$ cat src/rtl/stone_drawer.sv
// rtl/stone_drawer.sv - rasterises visible stones from the stone RAM into the VGA plotter
module stone_drawer #(
    parameter int         SPRITE_SIZE = 16,
    parameter int         MAX_X       = 320,
    parameter int         MAX_Y       = 240,
    parameter logic [2:0] COL_STONE   = 3'b111,
    parameter logic [2:0] COL_GOLD    = 3'b110,
    parameter logic [2:0] COL_DIAMOND = 3'b011
) (
    input  logic        clock,
    input  logic        resetn,
    input  logic        start,
    input  logic [3:0]  quantity,
    input  logic [31:0] ram_q,
    output logic        draw_stone_flag,
    output logic [3:0]  draw_index,
    output logic [8:0]  x,
    output logic [7:0]  y,
    output logic [2:0]  colour,
    output logic        plot,
    output logic        busy,
    output logic        done
);

    localparam int         SW      = $clog2(SPRITE_SIZE);
    localparam logic [9:0] X_LIMIT = 10'(MAX_X);
    localparam logic [8:0] Y_LIMIT = 9'(MAX_Y);

    typedef enum logic [2:0] {
        S_IDLE,
        S_ADDR,
        S_WAIT,
        S_LATCH,
        S_PLOT,
        S_NEXT,
        S_DONE
    } state_t;

    state_t state, state_nxt;

    logic [3:0]    index_q;
    logic [3:0]    quantity_q;
    logic [8:0]    ent_x_q;
    logic [7:0]    ent_y_q;
    logic [1:0]    ent_type_q;
    logic [SW-1:0] dx_q;
    logic [SW-1:0] dy_q;
    logic [8:0]    last_x_q;
    logic [7:0]    last_y_q;
    logic [2:0]    last_colour_q;

    logic [9:0] x_sum;
    logic [8:0] y_sum;
    logic       clipped;
    logic       sprite_end;
    logic       last_entry;
    logic [2:0] type_colour;

    // Only X, Y, type and visible are meaningful; the moving flag and spare bits are ignored.
    logic unused_ram_bits;
    assign unused_ram_bits = ^{ram_q[22:19], ram_q[10:4], ram_q[0]};

    // Pixel position is formed one bit wider so off-screen sums clip instead of wrapping.
    assign x_sum      = {1'b0, ent_x_q} + {{(10 - SW){1'b0}}, dx_q};
    assign y_sum      = {1'b0, ent_y_q} + {{(9 - SW){1'b0}}, dy_q};
    assign clipped    = (x_sum >= X_LIMIT) || (y_sum >= Y_LIMIT);
    assign sprite_end = (dx_q == '1) && (dy_q == '1);
    assign last_entry = ({1'b0, index_q} + 5'd1) >= {1'b0, quantity_q};

    // Type-to-colour map; both diamond encodings share a colour.
    always_comb begin
        type_colour = COL_DIAMOND;
        case (ent_type_q)
            2'b00:   type_colour = COL_STONE;
            2'b01:   type_colour = COL_GOLD;
            default: type_colour = COL_DIAMOND;
        endcase
    end

    // State register.
    always_ff @(posedge clock) begin
        if (!resetn) begin
            state <= S_IDLE;
        end else begin
            state <= state_nxt;
        end
    end

    // Next-state logic: one state per cycle except PLOT, which runs the full sprite raster.
    always_comb begin
        state_nxt = state;
        case (state)
            S_IDLE:  if (start) state_nxt = (quantity != 4'd0) ? S_ADDR : S_DONE;
            S_ADDR:  state_nxt = S_WAIT;
            S_WAIT:  state_nxt = S_LATCH;
            S_LATCH: state_nxt = ram_q[1] ? S_PLOT : S_NEXT;
            S_PLOT:  if (sprite_end) state_nxt = S_NEXT;
            S_NEXT:  state_nxt = last_entry ? S_DONE : S_ADDR;
            S_DONE:  state_nxt = S_IDLE;
            default: state_nxt = S_IDLE;
        endcase
    end

    // Entry walk, latched entry, raster counters and held pixel outputs.
    always_ff @(posedge clock) begin
        if (!resetn) begin
            index_q       <= '0;
            quantity_q    <= '0;
            ent_x_q       <= '0;
            ent_y_q       <= '0;
            ent_type_q    <= '0;
            dx_q          <= '0;
            dy_q          <= '0;
            last_x_q      <= '0;
            last_y_q      <= '0;
            last_colour_q <= '0;
        end else begin
            case (state)
                S_IDLE: begin
                    if (start) begin
                        quantity_q <= quantity;
                        index_q    <= '0;
                    end
                end
                S_LATCH: begin
                    ent_x_q    <= ram_q[31:23];
                    ent_y_q    <= ram_q[18:11];
                    ent_type_q <= ram_q[3:2];
                    dx_q       <= '0;
                    dy_q       <= '0;
                end
                S_PLOT: begin
                    dx_q <= dx_q + 1'b1;
                    if (dx_q == '1) dy_q <= dy_q + 1'b1;
                    if (!clipped) begin
                        last_x_q      <= x_sum[8:0];
                        last_y_q      <= y_sum[7:0];
                        last_colour_q <= type_colour;
                    end
                end
                S_NEXT: begin
                    if (!last_entry) index_q <= index_q + 4'd1;
                end
                default: ;
            endcase
        end
    end

    // Outputs: live pixel while strobing, otherwise the last plotted pixel.
    always_comb begin
        busy            = (state == S_ADDR) || (state == S_WAIT) || (state == S_LATCH) ||
                          (state == S_PLOT) || (state == S_NEXT);
        draw_stone_flag = busy;
        draw_index      = index_q;
        done            = (state == S_DONE);
        plot            = (state == S_PLOT) && !clipped;
        x               = plot ? x_sum[8:0] : last_x_q;
        y               = plot ? y_sum[7:0] : last_y_q;
        colour          = plot ? type_colour : last_colour_q;
    end

endmodule

$ cat config.mk
export PLATFORM = sky130hd
export DESIGN_NAME = stone_drawer
export DESIGN_NICKNAME = d
export VERILOG_FILES = /design/src/rtl/stone_drawer.sv
export SDC_FILE = /design/constraint.sdc
export NUM_CORES = 1
export LEC_CHECK = 0
export ABC_AREA = 1
export CAP_MARGIN = 15
export CORE_UTILIZATION = 56
export DETAILED_ROUTE_END_ITERATION = 12
export PLACE_DENSITY = 0.91
export SLEW_MARGIN = 20
export SYNTH_ARGS = -nofsm -noshare
export SYNTH_HDL_FRONTEND = slang
export SYNTH_SLANG_ARGS = --single-unit
export TNS_END_PERCENT = 50
$ cat constraint.sdc
create_clock -name clock -period 6.4 [get_ports clock]
set_clock_uncertainty 0.15 [all_clocks]
set_input_delay 1.28 -clock clock [delete_from_list [all_inputs] [get_ports clock]]
set_output_delay 1.28 -clock clock [all_outputs]
set_load 0.02 [all_outputs]
Word-level counts from Yosys, hierarchy flattened
Cells that the tools add are included.

operators by class
  add/subtract/negate cells = 6
  $lt $le $gt $ge = 3
  equality and inequality tests = 13
  mux-type cells = 16
  bitwise operators = 1
  reductions and logical operators = 18

operators by type and width
  kind                 number
  $pmux 4 s2           3
  $pmux 3 s6           1
  $mux 3               5
  $add 4x1->4 const B  3
  $mux 4               3
  $add 9x4->10         1
  $ge 10x9->1 const B  1
  $add 8x4->9          1
  $eq 3x3->1 const B   3
  $ge 9x8->1 const B   1
  $mux 9               1
  $eq 4x4->1 const B   2
  $mux 8               1
  $ne 2x2->1 const B   4
  $reduce_and 2->1     4
  $eq 3x2->1 const B   2
  $pmux 3 s2           1
  $add 4x1->5 const B  1
  $ge 5x4->1           1
  $logic_or 1x1->1     5
  $reduce_bool 2->1    2
  $reduce_bool 4->1    1
  $eq 3x1->1 const B   1
  $logic_not 3->1      1
  other kinds (7)      8

word-level totals
  register bits after elaboration = 58
  output and inout port bits = 28
  logic and storage cells = 68

Depth between registers and ports, before layout
  word-level depth = 6
  depth in mapped cells = 15

Worst setup path after synthesis
Ideal clock, no wire load.

  kind = flip-flop to output port
  from = register dy_q[0]
  to = output x[6]
  data arrival time = 2085 ps
  data required time = 4970 ps
  slack = 2885 ps
  cell stages (with the launch flop) = 14
  cell sequence = dfxtp_1 -> ha_1 -> fa_1 -> nand3_1 -> nand3_1 -> nand2_1 -> nand2_1 -> nor2_2 -> nand4_4 -> buf_6 -> buf_12 -> nand4_2 -> nand2_2 -> inv_1

on the way
  cells in the longest elaborated chain, start to end = 6

ends and longest elaborated chain
  element                 RTL line  text
  from (decl)             47        logic [SW-1:0] dy_q;
  from (signal assigned)  134       if (dx_q == '1) dy_q <= dy_q + 1'b1;
  $add 8x4->9             65        assign y_sum = {1'b0, ent_y_q} + {{(9 - SW){1'b0}}, dy_q};
  $ge 9x8->1              66        assign clipped = (x_sum >= X_LIMIT) || (y_sum >= Y_LIMIT);
  $logic_or 1x1->1        66
  $logic_not 1->1         156       plot = (state == S_PLOT) && !clipped;
  $logic_and 1x1->1       156
  $mux 9                  157       x = plot ? x_sum[8:0] : last_x_q;
  to (decl)               17        output logic [8:0] x,

No other way between the ends.

Final worst setup path
  from = register dy_q[0]
  to = output x[0]

Same word-level chain as after synthesis.

==> reports/summary.txt <==
Vias/cell - 5.19
Post-synthesis xor/xnor area fraction - 1.76%
Setup TNS - 0 ns
First-pass GRT wire length - 12.6 mm
Mux contribution to synthesized area - 0%
CP max-delay cell - clkdlybuf4s50_1
Routed WL - 7.40 mm
Sequential fraction of the synthesis area - 33.2%
Layout cells sized above 1 - 15.9%
Mapped cell area - 3490 um^2
Power per cell area - 287 nW/um^2
Critical R2R Launch - state[0]$_SDFFE_PN0P_
EDFF count, synth - 0
Maxcap violations - 0
Post-Synth Simple-Gate Area - 33.9%
Cell accounting for the most synthesized area - dfxtp_1
Final setup vio count - 0
Worst Hold Launch - last_colour_q[1]$_SDFFE_PN0P_
Worst Setup End Kind - output pin
Startpoint types - flip-flop
Worst min path class - flip-flop to flip-flop
Clock tree root buffer cell - clkbuf_8
Req. time, crit path - 4.97 ns
Finished Layout Cells - 609
Compound-Gate Fraction of Synth Area - 11.0%
Final Hold Viols - 0
Reg2reg setup slack - 3.46 ns
Crit path from - dy_q[0]$_SDFFE_PN0P_
CTS buffer count - 9
Pin count of the biggest net entering global routing - 36
Final worst path period need - 4.99 ns
Worst Path Buf+Inv - 2
N_diodes - 0
Rows - 28
Core area - 5960 um^2
Die width - 81.0 um
Residual DRC count - 0
CP peak stage delay - 0.60 ns
Fillcell total - 490
Remaining antenna violation count - 0
Synth Instances - 482
Status - finished clean
Clk_lat worst skew - 0.34 ns
Ys async rst share - 0%
Nets - 585
Vias in the first global route - 2927
Fmax - 200 MHz
Postcts setup bufs - 0
CTS tree - yes
Critical path data arrival time - 3.56 ns
Per-cell routed wire length - 12.1 um
GRT Total Usage - 25.1%
Clock sinks - 58
Placed Area - 3990 um^2
Crit Path Category - flip-flop to output pin
I/O pins - 67
Post-synthesis register bit count - 58
Overflow after GRT - 0
Detailed Routing Iterations Pass 1 - 4
Syn Area/Cell - 7.25 um^2
First DRT Iteration DRCs - 172
Post-Place Cells - 593
# hold bufs at CTS - 0
Worst-path clk slew - 0.06 ns
Critical path's top delay family - simple AND/OR/NAND/NOR gates
Largest family of logic cells by synthesized area - simple AND/OR/NAND/NOR gates
Antenna violations before repair - 0
Max H-tree Level - 3
Die height - 81.0 um
Worst Path Max Fanout - 22
Leakage - 2.00 nW
Post-DP HPWL - 5.42 mm
Area contributors post-synth - dfxtp_1 (33%), inv_1 (8.8%), nand2_1 (7.7%)
Resized Gates After CTS - 0
Die ar. - 6560 um^2
Worst path cell trace - ha_1, fa_1, nand3_1, nand3_1, nand4_1, nand2_2, a21oi_4, nand3_4, nand2_1, nand2_1, inv_1, clkdlybuf4s50_1
Worst slew pin tran - 0.878 ns
Final WS setup - 1.41 ns
Worst IR drop on VDD - 0.210 mV
Net count after synthesis - 538
Layout Utilization - 70.4%
Post-route cell area - 4190 um^2
Max-slew headroom - 41.1%
GPL Wtd Cong - 0.929
Max Transition Viols Final - 0
Netlist cell types - 41
Yosys top cell area share - 33.2%
Synth warn - 0
Vias - 3160
Unrepaired setup endpoints after global routing - false
Hold_ws - 0.311 ns
Clock buffer depth - 2
Ys flop type - dfxtp_1
Final period util - 78.0%
Total power draw - 1.20 mW
Port buffer count - 54
Starting density of the core - 58.6%
Synth-to-Final Area Change - 20.0%
Pre-CTS WS - 1.79 ns
Adder-Cell Fraction of Synth Area - 6.52%
metal layers:
layer  global-route usage, %  vias to the layer above  part of all wire, %
met4                    9.64                        0                  1.5
li1                        -                     1632                    -
met2                    44.8                       88                   49
met3                    5.51                       12                  4.9
met5                       0                        -                    0
met1                    29.0                     1428                   44
registers in the layout, indices dropped and copies added, names as in the netlist:
register,count
dy_q,4
ent_y_q,8
last_y_q,8
ent_x_q,9
last_colour_q,3
ent_type_q,2
dx_q,4
quantity_q,4
last_x_q,9
state,3
draw_index,4
Yosys cell counts (2+ instances only):
library cell	instances
inv_1	82
nand2_1	72
dfxtp_1	58
nor2_1	47
o21ai_0	34
a21oi_1	29
nand2_2	27
nand3_1	20
nand4_1	16
ha_1	15
nor2_2	15
nand4_2	10
clkbuf_1	9
buf_6	5
inv_2	5
xnor2_1	4
nand3_2	3
xor2_1	3
a211oi_1	2
buf_4	2
fa_1	2
nand2_4	2
nor3_1	2
path summary, 6_finish.rpt:
kind / to / cells past startpoint
max: x[0] / 12
min: last_colour_q[1]$_SDFFE_PN0P_ / 2
max reg2reg: dy_q[3]$_SDFFE_PN0P_ / 7
min reg2reg: last_colour_q[1]$_SDFFE_PN0P_ / 2
kinds of logic after synthesis:
group           after synthesis
flops                        58
buf+inv                     107
xor+xnor                      7
simple gates                222
compound gates               71
fa+ha+maj                    17
worst reg2reg max path, stage by stage (launching register included):
cell,delay [ns]
dfxtp_1,0.37
inv_2,0.07
nor3_2,0.54
clkinv_1,0.91
o21ai_2,0.39
nand4_1,0.15
o21ai_0,0.19
a21oi_1,0.06
power by group:
group | total (mW) | internal [mW] | leakage, nW | switching (mW)
Combinational | 0.432 | 0.182 | 1.42 | 0.251
Clock | 0.334 | 0.193 | 0.106 | 0.141
Sequential | 0.436 | 0.406 | 0.471 | 0.0302
cell type report:
type,count,area [um^2],share of cell area [%]
Clock buffer,15,196,4.69
Sequential cell,58,1160,27.7
Multi-Input combinational cell,317,1860,44.3
Tap cell,75,93.8,2.24
Inverter,88,330,7.88
Timing Repair Buffer,55,548,13.1
Clock inverter,1,5.00,0.119
layout by cell type (no fill, tap or decap), types with 2 or more instances in the layout:
cell              n
a211oi_1          2
a21oi_1          29
clkbuf_8         14
clkdlybuf4s50_1  54
dfxtp_1          58
fa_1              2
ha_1             15
inv_1            82
inv_2             5
nand2_1          72
nand2_2          27
nand2_4           2
nand3_1          20
nand3_2           3
nand4_1          16
nand4_2          10
nor2_1           47
nor2_2           15
nor3_1            2
o21ai_0          34
xnor2_1           4
xor2_1            3
Power figures use the tool's default switching activity.
